`config.mk`:
```
export PLATFORM = sky130hd
export DESIGN_NAME = l2b_sio_resp_rcv
export DESIGN_NICKNAME = d
export VERILOG_FILES = /design/src/rtl/l2b_sio_resp_rcv.sv
export SDC_FILE = /design/constraint.sdc
export NUM_CORES = 1
export LEC_CHECK = 0
export CORE_MARGIN = 10
export CORE_UTILIZATION = 40
export CTS_CLUSTER_DIAMETER = 40
export DETAILED_ROUTE_END_ITERATION = 7
export PLACE_DENSITY = 0.59
export REMOVE_ABC_BUFFERS = 1
export SLEW_MARGIN = 20
export SYNTH_ARGS = -nofsm -noshare
export SYNTH_HDL_FRONTEND = slang
export SYNTH_SLANG_ARGS = --single-unit
```
`constraint.sdc`:
```
create_clock -name iol2clk -period 3.5 [get_ports iol2clk]
set_clock_uncertainty 0.15 [all_clocks]
set_input_delay 0.525 -clock iol2clk [delete_from_list [all_inputs] [get_ports iol2clk]]
set_output_delay 0.525 -clock iol2clk [all_outputs]
set_load 0.01 [all_outputs]
```
`src/rtl/l2b_sio_resp_rcv.sv`:
```
// SIO-side receiver for one L2 bank response channel.
// Collects 17-beat packets (header plus 16 data beats), checks halfword parity,
// accumulates UE status, buffers whole packets in a small slot ring, and forwards
// them store-and-forward over a valid/ready stream. Each drained packet returns
// one credit to the L2 bank.
module l2b_sio_resp_rcv #(
    parameter int PKT_SLOTS = 2,
    parameter int CTAG_W    = 16
) (
    input  logic              iol2clk,
    input  logic              rst_l,
    input  logic              l2b_sio_ctag_vld,
    input  logic [31:0]       l2b_sio_data,
    input  logic [1:0]        l2b_sio_parity,
    input  logic              l2b_sio_ue_err,
    output logic              out_vld,
    input  logic              out_rdy,
    output logic [31:0]       out_data,
    output logic              out_sop,
    output logic              out_eop,
    output logic [CTAG_W-1:0] out_ctag,
    output logic              out_ue,
    output logic              out_perr,
    output logic              sio_l2b_credit,
    output logic              ovf_err,
    output logic              proto_err
);

    localparam int PTR_W = (PKT_SLOTS > 1) ? $clog2(PKT_SLOTS) : 1;
    localparam int OCC_W = $clog2(PKT_SLOTS + 1);
    localparam logic [OCC_W-1:0] OCC_MAX  = OCC_W'(PKT_SLOTS);
    localparam logic [PTR_W-1:0] PTR_LAST = PTR_W'(PKT_SLOTS - 1);

    typedef enum logic [1:0] {RX_IDLE, RX_COLLECT, RX_DROP} rx_state_t;

    rx_state_t rx_state, rx_state_nxt;
    logic [3:0] wr_cnt;
    logic [3:0] rd_cnt;
    logic [PTR_W-1:0] wr_ptr, rd_ptr, commit_ptr;
    logic commit_vld;
    logic [OCC_W-1:0] occ;
    logic [PKT_SLOTS-1:0] slot_full;

    logic [31:0]       slot_data [PKT_SLOTS][16];
    logic [CTAG_W-1:0] slot_ctag [PKT_SLOTS];
    logic [PKT_SLOTS-1:0] slot_ue, slot_perr;

    logic [CTAG_W-1:0] cur_ctag;
    logic cur_ue, cur_perr;

    logic par_mis, hdr_beat, data_beat, fill_done, xfer, drain_done, slot_free;

    function automatic logic [PTR_W-1:0] ptr_inc(input logic [PTR_W-1:0] p);
        return (p == PTR_LAST) ? '0 : p + 1'b1;
    endfunction

    // Beat classification. A strobe seen while a packet is in progress is not a header.
    assign par_mis    = (^l2b_sio_data[31:16] != l2b_sio_parity[1]) ||
                        (^l2b_sio_data[15:0]  != l2b_sio_parity[0]);
    assign hdr_beat   = (rx_state == RX_IDLE) && l2b_sio_ctag_vld;
    assign data_beat  = (rx_state != RX_IDLE);
    assign fill_done  = (rx_state == RX_COLLECT) && (wr_cnt == 4'd15);
    assign xfer       = out_vld && out_rdy;
    assign drain_done = xfer && (rd_cnt == 4'd15);
    // The head slot emptying on this edge can take a header on the same edge.
    assign slot_free  = (occ != OCC_MAX) || drain_done;

    // Receive FSM next-state: header decides collect vs drop, 16 data beats return to idle.
    always_comb begin
        // NOTE: default assignment first so no path leaves rx_state_nxt unassigned (no latch).
        rx_state_nxt = rx_state;
        case (rx_state)
            RX_IDLE:            if (l2b_sio_ctag_vld) rx_state_nxt = slot_free ? RX_COLLECT : RX_DROP;
            RX_COLLECT, RX_DROP: if (wr_cnt == 4'd15) rx_state_nxt = RX_IDLE;
            default:            rx_state_nxt = RX_IDLE;
        endcase
    end

    // Receive FSM state and data-beat counter.
    always_ff @(posedge iol2clk or negedge rst_l) begin
        // NOTE: non-blocking assignments for all clocked state so every flop samples pre-edge values.
        if (!rst_l) begin
            rx_state <= RX_IDLE;
            wr_cnt   <= '0;
        end else begin
            rx_state <= rx_state_nxt;
            wr_cnt   <= data_beat ? wr_cnt + 4'd1 : 4'd0;
        end
    end

    // Per-packet ctag/status accumulation and sticky protocol errors.
    always_ff @(posedge iol2clk or negedge rst_l) begin
        if (!rst_l) begin
            cur_ctag  <= '0;
            cur_ue    <= 1'b0;
            cur_perr  <= 1'b0;
            ovf_err   <= 1'b0;
            proto_err <= 1'b0;
        end else begin
            if (hdr_beat) begin
                cur_ctag <= l2b_sio_data[CTAG_W-1:0];
                cur_perr <= par_mis;
                cur_ue   <= 1'b0;
            end else if (data_beat) begin
                cur_perr <= cur_perr | par_mis;
                cur_ue   <= cur_ue | l2b_sio_ue_err;
            end
            if (hdr_beat && !slot_free) ovf_err <= 1'b1;
            if (data_beat && l2b_sio_ctag_vld) proto_err <= 1'b1;
        end
    end

    // Slot storage: data beats land directly in the write slot, metadata on the last beat.
    always_ff @(posedge iol2clk) begin
        // NOTE: payload storage is not reset; the full flags gate every read, so stale contents never reach the outputs.
        if (rx_state == RX_COLLECT) slot_data[wr_ptr][wr_cnt] <= l2b_sio_data;
        if (fill_done) begin
            slot_ctag[wr_ptr] <= cur_ctag;
            slot_ue[wr_ptr]   <= cur_ue | l2b_sio_ue_err;
            slot_perr[wr_ptr] <= cur_perr | par_mis;
        end
    end

    // Ring pointers, occupancy, full flags (set one edge after fill), read beat count, credit.
    always_ff @(posedge iol2clk or negedge rst_l) begin
        if (!rst_l) begin
            wr_ptr         <= '0;
            rd_ptr         <= '0;
            commit_ptr     <= '0;
            commit_vld     <= 1'b0;
            occ            <= '0;
            slot_full      <= '0;
            rd_cnt         <= '0;
            sio_l2b_credit <= 1'b0;
        end else begin
            commit_vld     <= fill_done;
            sio_l2b_credit <= drain_done;
            if (fill_done) begin
                wr_ptr     <= ptr_inc(wr_ptr);
                commit_ptr <= wr_ptr;
            end
            if (drain_done) begin
                rd_ptr            <= ptr_inc(rd_ptr);
                slot_full[rd_ptr] <= 1'b0;
            end
            if (commit_vld) slot_full[commit_ptr] <= 1'b1;
            if (fill_done && !drain_done) occ <= occ + 1'b1;
            else if (drain_done && !fill_done) occ <= occ - 1'b1;
            if (xfer) rd_cnt <= rd_cnt + 4'd1;
        end
    end

    // Output stream reads the head slot; everything is zero while no packet is ready.
    assign out_vld  = slot_full[rd_ptr];
    assign out_data = out_vld ? slot_data[rd_ptr][rd_cnt] : '0;
    assign out_ctag = out_vld ? slot_ctag[rd_ptr] : '0;
    assign out_ue   = out_vld & slot_ue[rd_ptr];
    assign out_perr = out_vld & slot_perr[rd_ptr];
    assign out_sop  = out_vld && (rd_cnt == 4'd0);
    assign out_eop  = out_vld && (rd_cnt == 4'd15);

endmodule
```
# Word level (Yosys, flattened, before mapping)
# Memories as Yosys holds them, arrays and structs flattened.
# Index checks and enable logic that the tools add are counted.
# W data, S select, Z words.
op_classes:
  muxes: 40
  n_eq_ne: 9
  reduce_logical: 28
  order_cmp: 9
  bitwise_logic: 9
  add_sub_neg: 6
ops:
  columns: ["op", "count"]
  rows:
  - ["$mux W512", 1]
  - ["$bmux W32 S4", 1]
  - ["$demux W32 S4", 1]
  - ["$mux W32", 4]
  - ["$reduce_xor A16 Y1", 2]
  - ["$mux W1", 18]
  - ["$mux W16", 1]
  - ["$logic_and A1 B1 Y1", 14]
  - ["$mux W2", 7]
  - ["$ge A5 B5 Y1 const B", 2]
  - ["$not A4 Y5", 2]
  - ["$add A4 B1 Y4 const B", 2]
  - ["$eq A4 B4 Y1 const B", 2]
  - ["$lt A1 B2 Y1 const B", 3]
  - ["$ne A2 B2 Y1 const B", 3]
  - ["$reduce_bool A2 Y1", 3]
  - ["$lt A5 B1 Y1 const B", 1]
  - ["$bwmux W2", 2]
  - ["$logic_not A4 Y1", 1]
  - ["$mux W4", 1]
  - ["$pmux W2 S2", 1]
  - ["$demux W1 S1", 3]
  - ["$ge A1 B1 Y1 const B", 3]
  - ["$logic_not A1 Y1", 3]
  - ["other kinds (15)", 20]
totals:
  ramBits: 1056
  ff_bits: 43
  n_memories: 2
  out_inout_bits: 56
  inputBits: 39
  elab_cells: 120
mem_list:
  columns: ["memory", "depth", "width", "rd", "rd_clocked_by_memory_dff", "wr", "line_no", "source"]
  rows:
  - ["slot_data", 2, 512, 1, 0, 1, "44", "logic [31:0] slot_data [PKT_SLOTS][16];"]
  - ["slot_ctag", 2, 16, 1, 0, 1, "45", "logic [CTAG_W-1:0] slot_ctag [PKT_SLOTS];"]

# Longest topological paths before layout
# Gate-level depths: netlist (run 1).
depth:
  depth_word: 9
  mapped_depth: 10
  mapped_depth_nobuf: 8

# Worst setup path after synthesis (run 1)
# No wires, ideal clock.
synth_timing:
  kind: "register to register"
  start: "reg wr_cnt[2]"
  end: "mem slot_data[0][416] (netlist bit), enable pin"
  stages_incl_launch_ff: 5
  path_slack_ns: -0.365
  arrival_ns: 3.254
  synth_period_minus_slack_ns: 3.865
  path_buffers: 2
  required_ns: 2.889
  path_cell_list: "dfrtp_1 clkbuf_1 or2_2 clkbuf_1 nor3_1"
synth_between:
  elab_chain_len: 6
  word_cells_on_any_way: 7
  cone_classes: "order compare (2); mux (3); bitwise (1); reduce/logical (1)"
synth_lines:
  columns: ["item", "line_no", "source"]
  rows:
  - ["start: declaration", "37", "logic [3:0] wr_cnt;"]
  - ["start signal: assignment", "87", "wr_cnt <= data_beat ? wr_cnt + 4'd1 : 4'd0;"]
  - ["$not A4 Y5 (not written as such) *", "116", "if (rx_state == RX_COLLECT) slot_data[wr_ptr][wr_cnt] <= l2b_sio_data;"]
  - ["$ge A5 B5 Y1 (not written as such) / $lt A5 B1 Y1 (equally long branches)", "116", null]
  - ["$logic_and A1 B1 Y1 (not written as such)", "116", null]
  - ["$mux W32 (not written as such)", "116", null]
  - ["$demux W32 S4 *", "116", null]
  - ["$mux W512 (not written as such) *", "116", null]
  - ["end: declaration", "44", null]
# Mark *: on every way between the ends. The rest lies on a longest branch, timed or not.

# Worst setup path in the final report (run 1)
layout_timing:
  start: "reg rd_ptr"
  end: "out out_data[4]"
layout_between:
  elab_chain_len: 5
  word_cells_on_any_way: 7
  cone_classes: "mux (6); memory (1)"
layout_lines:
  columns: ["item", "line_no", "source"]
  rows:
  - ["start: declaration", "39", "logic [PTR_W-1:0] wr_ptr, rd_ptr, commit_ptr;"]
  - ["start signal: assignment", "143", "rd_ptr <= ptr_inc(rd_ptr);"]
  - ["$mem_v2 Z2 W512", null, null]
  - ["$bmux W32 S4", "155", "assign out_data = out_vld ? slot_data[rd_ptr][rd_cnt] : '0;"]
  - ["$mux W32 (not written as such) (2 in a row)", "155", null]
  - ["$mux W32 *", "155", null]
  - ["end: declaration", "18", "output logic [31:0] out_data,"]
# Mark *: on every way between the ends. The rest lies on a longest branch, timed or not. The select of a mux whose other input is x is not followed.

==> flow_summary.json, run 1 <==
{
  "status": "finished, violations left",
  "violations": "setup timing",
  "cp-end-kind": "output port",
  "tritoncts": "yes",
  "yosysTopAreaCellShare": 0.7450,
  "ys_ff_latch": 1099,
  "clk_pin_slew_ns": 0.06,
  "slew_violations": 0,
  "power.density_nw_per_um2": 829.4,
  "cap_violations": 0,
  "io_pins": 95,
  "antenna_found_initial": 4,
  "numCtsBuffers": 139,
  "grt_pass1_vias": 23522,
  "netlist_area_um2": 42720,
  "seq_power_share": 0.343,
  "worst_pin_slew_ns": 0.9345,
  "seq_area_um2": 32820,
  "clk-insertion-delay-late_ns": 0.74,
  "ant_nets": 0,
  "clock-root-buffer": "clkbuf_16",
  "dominantRegCellSynth": "edfxtp_1",
  "portBuffers": 94,
  "cp.required_ns": 2.82,
  "synth.most_common_cell": "edfxtp_1",
  "post_drt_wl_per_cell_um": 29.57,
  "tns_ns": -4.148,
  "p_sw_frac": 0.3081,
  "synthArstFlopShare": 0.03549,
  "grt_usage": 0.1947,
  "gr-total-overflow": 0,
  "grt_pass1_wl_um": 170300,
  "die_h_um": 346.8,
  "num-nets-final": 2587,
  "synth_top_area_cell": "edfxtp_1",
  "crit_path_start_kind": "flip-flop",
  "seq_area_frac_synth": 0.7679,
  "antenna_cells": 0,
  "globalplace.congestion": 0.7724,
  "clock_power_share": 0.321,
  "die-area_um2": 120300,
  "drive_gt1_frac": 0.3616,
  "dp_hpwl_um": 66690,
  "wl_um": 119500,
  "combPwrFrac": 0.335,
  "hold_path.class": "primary input to asynchronous set/reset pin",
  "synth_warnings": 0,
  "hold_violations": 0,
  "worstPathArrival_ns": 3.06,
  "vias": 22793,
  "grt_max_degree": 60,
  "fmax_mhz": 268.0,
  "synth.area.top_cells": "edfxtp_1, mux4_2, mux2i_1",
  "cts_sinks": 1099,
  "multi_input_area_um2": 10440,
  "yosys-top-cells-count": "edfxtp_1, mux4_2, nand2_1",
  "area_growth_pct": 26.07,
  "p_total_mw": 44.68,
  "detail_route.first_pass.iterations": 5,
  "initial_core_util": 0.4042,
  "core_um2": 105700,
  "vias_per_cell": 5.642,
  "synth_edf_count": 1060,
  "clockBufferDepth": 3,
  "path_class": "flip-flop to output port",
  "p_int_mw": 30.91,
  "cp_max_fo": 7,
  "min_period_over_period": 1.066,
  "ir_drop_uv": 498.9,
  "setup_viol": 32,
  "rsz0062_at_grt": "true",
  "yosys.cell_types.count": 44,
  "n_fill_cell": 8364,
  "setup_ws_ns": -0.2308,
  "period_needed_ns": 3.731,
  "drcViolationCount": 0,
  "syn_avg_cell_area_um2": 19.93,
  "max_slew_margin": 0.3770,
  "cts-htree-levels": 4,
  "cellLeakagePower_nw": 18.02,
  "die_w_um": 346.8,
  "rows": 119,
  "drtIter0Drc": 2464,
  "synthCells": 2144,
  "p_sw_mw": 13.76
}
[final timing paths]
path	slack, ns	startpoint	to	cells after the start
max	-0.23	rd_ptr	out_data[4]	9
min	0.18	rst_l	cur_ctag[13]	2
max reg2reg	0.65	rx_state[1]	slot_data[0][121]	6
min reg2reg	0.32	cur_ctag[2]	slot_ctag[1][2]	0
max in group asynchronous	2.53	rst_l	rd_cnt[0]	2
min in group iol2clk	0.32	cur_ctag[2]	slot_ctag[1][2]	0
[sequential cells by signal, summed over array words and instances, names as in the netlist]
| register | cells |
|---|---|
| cur_ctag | 16 |
| rx_state | 2 |
| slot_perr | 2 |
| ovf_err | 1 |
| proto_err | 1 |
| cur_ue | 1 |
| wr_cnt | 4 |
| rd_ptr | 1 |
| sio_l2b_credit | 1 |
| wr_ptr | 1 |
| occ | 2 |
| slot_data | 1024 |
| slot_ctag | 32 |
| slot_ue | 2 |
| rd_cnt | 4 |
| cur_perr | 1 |
| commit_vld | 1 |
| commit_ptr | 1 |
| slot_full | 2 |
[power by group through the flow]
stage	clock network (mW)	logic [mW]	registers [mW]
final	14.4	15.0	15.3
after global routing	15.2	15.8	15.4
after CTS	14.6	14.2	15.3
after detailed placement	0	12.0	15.6
after global placement	0	11.9	15.6
after floorplan	0	4.96	16.0
[cells in the final DEF, fill, tap and decap left out, types with 19 or more instances in the layout]
cell type / Yosys / layout
a21oi_2: 0 / 21
a22oi_1: 63 / 37
a22oi_2: 0 / 26
and2_1: 28 / 20
buf_12: 0 / 46
buf_4: 17 / 181
buf_6: 7 / 33
clkbuf_1: 52 / 24
clkbuf_16: 0 / 149
clkdlybuf4s50_1: 0 / 41
dfrtp_1: 39 / 36
edfxtp_1: 1060 / 1060
mux2i_1: 143 / 143
mux4_2: 196 / 197
nand2_1: 165 / 146
nand2_2: 0 / 19
nand3_1: 36 / 25
nor2_1: 53 / 22
nor2_4: 0 / 28
xnor2_1: 33 / 33
[through the flow]
stage | cells | hold WS [ns] | setup slack [ns] | instance area, µm² | util
2_1_floorplan | 2022 | 0.07941 | -8.864 | 42070 | -
3_3_place_gp | 3691 | 0.2911 | -0.3652 | 46860 | 0.4433
3_5_place_dp | 3691 | 0.3034 | -0.4214 | 46860 | 0.4433
4_1_cts | 4012 | 0.3012 | -0.3239 | 53190 | 0.5031
6_report | 4040 | 0.1751 | -0.2308 | 53860 | 0.5095
5_1_grt | 4040 | 0.2279 | -0.3262 | 53860 | 0.5095
[timing repair]
action / in CTS / in global routing
cloned: 12 / 7
hold buffers: 1 / 0
hold endpoints to repair: 39 / 0
setup endpoints to repair: 52 / 42
resized for setup: 326 / 125
pin swaps: 57 / 52
buffers inserted: 60 / 29
[per-layer routing]
layer | wire [µm] | GRT usage | vias to the layer above
met2 | 58860 | 0.3236 | 945
met3 | 8662 | 0.03890 | 168
li1 | - | - | 9520
met5 | 10 | 0 | -
met4 | 2848 | 0.05209 | 2
met1 | 49080 | 0.2604 | 12158
[kinds of logic (layout without fill, tap and decap cells)]
logic type               count (synthesis)  in the layout  share of synthesized area
multiplexers                           360            360                     0.1435
adder cells (fa/ha/maj)                  9              9                   0.002636
buffers and inverters                  135            640                    0.01649
XOR/XNOR                                40             40                   0.008844
flip-flops                            1099           1099                     0.7679
AND/OR/NAND/NOR                        335            335                    0.03505
AO/OA/AOI/OAI                          166            166                    0.02565
[worst max-delay path: stages, from the launching register on]
cell and delay (ns):
dfrtp_4 0.43, buf_12 0.17, buf_12 0.13, buf_16 0.10
nor2b_4 0.41, clkbuf_16 0.26, a22oi_1 0.07, a21oi_1 0.34
nor3_2 0.09, dlygate4sd2_1 0.30
[layout make-up]
type / instances / share of cell area
clock buffers: 170 / 0.06866
clock inverters: 81 / 0.01868
inverters: 13 / 0.0009524
multi-input cells: 910 / 0.1938
flip-flops and latches: 1099 / 0.6093
well taps: 1391 / 0.03231
repair buffers: 376 / 0.07631
Power figures use the tool's default switching activity.
==> inputs of run 2 (changes only) <==
- PLACE_DENSITY: 0.59 -> 0.57
- clock period: 3.5 -> 4.2 ns (I/O delays scaled with it)
==> run 2 against run 1 <==
Against the previous run:
- the flow now finishes without violations
- critical endpoint is now out_data[15]
- sequential cell count did not move
- cell count decreased by 2.9%
- hold slack improved by 0.14 ns
==> flow_summary.json, run 2 (same netlist as run 1, synthesis figures left out) <==
{
  "status": "completed",
  "clk-insertion-delay-late_ns": 0.73,
  "largest_register": "slot_data",
  "worstPathArrival_ns": 3.34,
  "fin_area_um2": 51710,
  "max_slew_margin": 0.3215,
  "cp.required_ns": 3.42,
  "tritoncts": "yes",
  "vias": 22212,
  "cap_violations": 0,
  "clockBufferDepth": 3,
  "min_period_over_period": 0.9811,
  "cp-end-kind": "output port",
  "antenna_found_initial": 0,
  "seq_power_share": 0.367,
  "cts_sinks": 1099,
  "p_sw_frac": 0.3019,
  "setup_ws_ns": 0.07938,
  "rows": 119,
  "cts-htree-levels": 4,
  "die_w_um": 346.8,
  "vias_per_cell": 5.663,
  "globalplace.congestion": 0.7685,
  "path_class": "flip-flop to output port",
  "core_um2": 105700,
  "drive_gt1_frac": 0.2676,
  "fmax_mhz": 242.7,
  "p_int_mw": 24.22,
  "grt_pass1_vias": 23222,
  "die-area_um2": 120300,
  "drcViolationCount": 0,
  "hold_violations": 0,
  "num-nets-final": 2468,
  "hold_path.class": "flip-flop to flip-flop",
  "die_h_um": 346.8,
  "dp_slack_ns": 0.3275,
  "power.density_nw_per_um2": 670.8,
  "combPwrFrac": 0.300,
  "top_regs": "slot_data (1024), slot_ctag (32), cur_ctag (16)",
  "period_needed_ns": 4.121,
  "final_common_cell": "edfxtp_1",
  "cp_max_fo": 51,
  "grt_usage": 0.1887,
  "gr-total-overflow": 0,
  "dp_hpwl_um": 63580,
  "grt_pass1_wl_um": 165200,
  "crit_path_start_kind": "flip-flop",
  "rsz0062_at_grt": "true",
  "clock_power_share": 0.333,
  "setup_viol": 0,
  "worst_pin_slew_ns": 1.015,
  "clk_pin_slew_ns": 0.05,
  "grt_max_degree": 52,
  "largest_reg_flops": 1024,
  "whs_path_depth": 0,
  "detail_route.first_pass.iterations": 5,
  "layout_common_cells": "edfxtp_1, mux4_2, nand2_1, mux2i_1, clkbuf_16",
  "clock-root-buffer": "clkbuf_16",
  "slew_violations": 0,
  "wl_um": 115000,
  "post_dp_cell_area_um2": 46530,
  "p_sw_mw": 10.47,
  "drtIter0Drc": 2238,
  "area_growth_pct": 21.03,
  "reg2regPathDepth": 6,
  "post_drt_wl_per_cell_um": 29.33,
  "numCtsBuffers": 136,
  "ant_nets": 0,
  "ir_drop_uv": 525.1,
  "cellLeakagePower_nw": 17.05,
  "io_pins": 95,
  "r2r_slack_ns": 1.27,
  "portBuffers": 94,
  "initial_core_util": 0.4042
}
[run 2: cell count changes in the layout (fill, tap and decap cells not counted), moves of 17 or more]
cell	previous run	this run
buf_6	33	1
a21oi_2	21	2
a22oi_1	37	60
nand2_2	19	0
clkdlybuf4s50_1	41	81
nand2_1	146	165
a21oi_1	10	30
o21ai_2	17	0
a22oi_2	26	3
buf_4	181	112
[run 2: routing by layer]
layer	vias up	part of all wire	global-route usage
li1	9254	-	-
met1	11948	0.42	0.2566
met2	824	0.49	0.3084
met3	186	0.065	0.03329
met4	0	0.027	0.05820
met5	-	0	0
[run 2: final cells by class]
cell class / instances / area (µm²)
antenna: 1 / 2.502
fill: 8590 / 54000
clock buffer: 159 / 3563
sequential: 1099 / 32820
tap: 1391 / 1740
inverter: 13 / 51.30
clock inverter: 89 / 945.9
multi-input combinational: 910 / 9681
timing repair buffer: 260 / 2907
[run 2: power by group through the flow]
| stage | Sequential, mW | Combinational, mW | Clock (mW) |
|---|---|---|---|
| 2_1_floorplan | 13.4 | 4.60 | 0 |
| 3_3_place_gp | 13.0 | 9.59 | 0 |
| 3_5_place_dp | 13.0 | 9.66 | 0 |
| 4_1_cts | 12.7 | 10.3 | 11.7 |
| 5_1_grt | 12.8 | 11.1 | 12.2 |
| 6_report | 12.7 | 10.4 | 11.5 |
[run 2: path summary, 6_finish.rpt]
kind,from,to
setup / recovery,rd_cnt[2],out_data[15]
min in group asynchronous,rst_l,cur_ctag[2]
setup reg to reg,rx_state[1],slot_data[0][127]
hold / removal,cur_ctag[9],slot_ctag[0][9]
hold reg to reg,cur_ctag[9],slot_ctag[0][9]
max in group asynchronous,rst_l,cur_ctag[10]
[run 2: per-stage QoR]
step	util	setup TNS [ns]	hold WS (ns)	total power [mW]	cells
after floorplan	-	-521.93	0.1844	18.04	2022
after global placement	0.4401	0	0.2914	22.61	3648
after detailed placement	0.4401	0	0.2998	22.71	3648
after CTS	0.4868	-0.1341	0.3126	34.75	3913
after global routing	0.4891	-0.05193	0.3279	36.02	3921
final	0.4891	0	0.3109	34.69	3922
[run 2: what timing repair did]
item | 4_1_cts | 5_1_grt
endpoints found under the setup margin | 50 | 23
resized for setup | 53 | 26
hold buffers | 1 | 0
buffers inserted | 15 | 5
pin swaps | 5 | 5
hold endpoints to repair | 30 | 0
cloned | 1 | 3
[run 2: critical path, stage by stage (launching register included)]
cell and delay [ns]:
dfrtp_4 0.41, buf_12 0.18, buf_16 0.30, mux4_2 0.36
and2_1 0.18, a211oi_2 0.41, nor4_4 0.11, buf_4 0.16
clkdlybuf4s50_1 0.47
==> inputs of run 3 (changes only) <==
--- a/config.mk
+++ b/config.mk
@@ -8,6 +8,7 @@
 export CORE_MARGIN = 10
 export CORE_UTILIZATION = 40
-export CTS_CLUSTER_DIAMETER = 40
+export CTS_CLUSTER_DIAMETER = 50
 export DETAILED_ROUTE_END_ITERATION = 7
+export GPL_ROUTABILITY_DRIVEN = 1
 export PLACE_DENSITY = 0.57
 export REMOVE_ABC_BUFFERS = 1
--- a/constraint.sdc
+++ b/constraint.sdc
@@ -3,3 +3,3 @@
 set_input_delay 0.63 -clock iol2clk [delete_from_list [all_inputs] [get_ports iol2clk]]
 set_output_delay 0.63 -clock iol2clk [all_outputs]
-set_load 0.01 [all_outputs]
+set_load 0.1 [all_outputs]
==> run 3 against run 2 <==
Against the previous run:
- cell area is 1.9% lower
- highest routed layer unchanged
- cell count is 1.5% lower
- via count is 3.2% lower
- largest cell class unchanged
- clock power is 10% lower
- register-to-register slack hardly changed
- die area stayed put
- critical path depth is 1 lower
==> flow_summary.json, run 3 (same netlist as run 1, synthesis figures left out) <==
{
  "status": "completed",
  "max_slew_margin": 0.3290,
  "period_needed_ns": 4.114,
  "instances_no_fill": 3864,
  "post_drt_wl_per_cell_um": 28.75,
  "worstPathArrival_ns": 3.33,
  "layout_common_cells": "edfxtp_1, mux4_2, nand2_1, mux2i_1, buf_4",
  "dp_cells": 3643,
  "reg2regPathDepth": 6,
  "antenna_found_initial": 2,
  "r2r-end": "slot_data[0][370]",
  "r2r_slack_ns": 1.26,
  "top_regs": "slot_data (1024), slot_ctag (32), cur_ctag (16)",
  "setup_viol": 0,
  "path_class": "flip-flop to output port",
  "dp_hpwl_um": 63450,
  "hold_path.class": "flip-flop to flip-flop",
  "ir_drop_uv": 607.6,
  "grt_max_degree": 69,
  "cts_sinks": 1099,
  "die_h_um": 346.8,
  "hp-start": "proto_err",
  "largest_reg_flops": 1024,
  "area_growth_pct": 18.68,
  "globalplace.congestion": 0.7425,
  "grt_usage": 0.1818,
  "clk-insertion-delay-late_ns": 0.70,
  "hold_path_end": "proto_err",
  "drtIter0Drc": 2191,
  "clk_pin_slew_ns": 0.06,
  "whs_path_depth": 1,
  "grt_pass1_wl_um": 159600,
  "portBuffers": 94,
  "worst_pin_slew_ns": 1.003,
  "initial_core_util": 0.4042,
  "core_um2": 105700,
  "cts-htree-levels": 3,
  "die_w_um": 346.8,
  "r2r_start": "rx_state[1]",
  "cp_max_fo": 20,
  "cellLeakagePower_nw": 16.60,
  "largest_register": "slot_data",
  "clock-root-buffer": "clkbuf_16",
  "gr-total-overflow": 0,
  "grt_pass1_vias": 22549,
  "vias": 21499,
  "slew_violations": 0,
  "rows": 119,
  "fmax_mhz": 243.1,
  "crit_path_start_kind": "flip-flop",
  "die-area_um2": 120300,
  "clockBufferDepth": 3,
  "ant_nets": 0,
  "drcViolationCount": 0,
  "tritoncts": "yes",
  "final_core_util": 0.4797,
  "cp-end-kind": "output port",
  "numCtsBuffers": 116,
  "drive_gt1_frac": 0.2577,
  "hold_violations": 0,
  "cp.required_ns": 3.42,
  "vias_per_cell": 5.564,
  "power.density_nw_per_um2": 707.4,
  "rsz0062_at_grt": "false",
  "min_period_over_period": 0.9795,
  "final_common_cell": "edfxtp_1",
  "wl_um": 111100,
  "cap_violations": 0,
  "num-nets-final": 2423,
  "io_pins": 95,
  "detail_route.first_pass.iterations": 5
}
-- run 3: cell count changes in the layout (fill, tap and decap cells not counted), moves of 10 or more --
cell             previous run  this run
buf_4                     112       128
inv_6                      17         7
buf_12                     37        64
a211oi_2                   11         0
clkbuf_1                   19        30
clkdlybuf4s50_1            81        40
clkbuf_16                 142       118
a211oi_1                   17        28
-- run 3: critical path, cell delays in order (launching register included) --
cell,delay (ns)
dfrtp_4,0.69
buf_4,0.28
buf_4,0.36
mux2i_1,0.12
a22oi_1,0.26
a21oi_1,0.17
nor4_1,0.45
buf_12,0.25
-- run 3: through the flow --
step                      worst slack (ns)  hold WS, ns  setup TNS [ns]  area, µm²  power [mW]
after floorplan                     -10.74       0.1844         -634.48      42070       20.07
after global routing            0.00002554       0.3295               0      50700       37.22
after CTS                         0.005580       0.3116               0      50660       36.16
after detailed placement            0.5369       0.2974               0      46720       25.79
after global placement              0.2846       0.2920               0      46710       25.71
final                              0.08589       0.3113               0      50710       35.87
-- run 3: final cells by class --
class | instances | area, µm²
fillers | 8664 | 55010
flip-flops and latches | 1099 | 32820
diodes | 1 | 2.502
clock buffers | 149 | 3079
multi-input cells | 910 | 9565
inverters | 13 | 51.30
repair buffers | 235 | 2673
well taps | 1391 | 1740
clock inverters | 66 | 777.0
-- run 3: report_power, final --
group | leakage (nW) | internal [mW] | switching [mW]
registers | 10.0 | 12.5 | 0.281
clock network | 1.87 | 6.16 | 4.17
logic | 4.72 | 4.86 | 7.90
-- run 3: worst max path at each step --
| stage | cells after the start | slack, ns | endpoint | start |
|---|---|---|---|---|
| after global routing | 8 | 0.00003 | out_data[25] | rd_cnt[2] |
| final | 7 | 0.09 | out_data[7] | rd_cnt[2] |
| after detailed placement | 7 | 0.54 | out_data[10] | rd_ptr |
| after global placement | 7 | 0.28 | out_data[29] | rd_ptr |
| after CTS | 9 | 0.006 | out_data[19] | rd_cnt[2] |
| after floorplan | 4 | -10.74 | out_data[10] | rd_ptr |
-- run 3: repair_timing --
| item | in CTS | in global routing |
|---|---|---|
| hold endpoints to repair | 39 | 0 |
| setup endpoints to repair | 24 | 11 |
| hold buffers | 1 | 0 |
| resized for setup | 9 | 4 |
| setup buffers | 1 | 3 |
-- run 3: per-layer routing --
layer	GRT usage	routed length [µm]	share of wire
met5	0	0	0
met4	0.04886	2318	0.021
met3	0.03890	7500	0.068
met2	0.2985	54120	0.49
met1	0.2447	47170	0.42
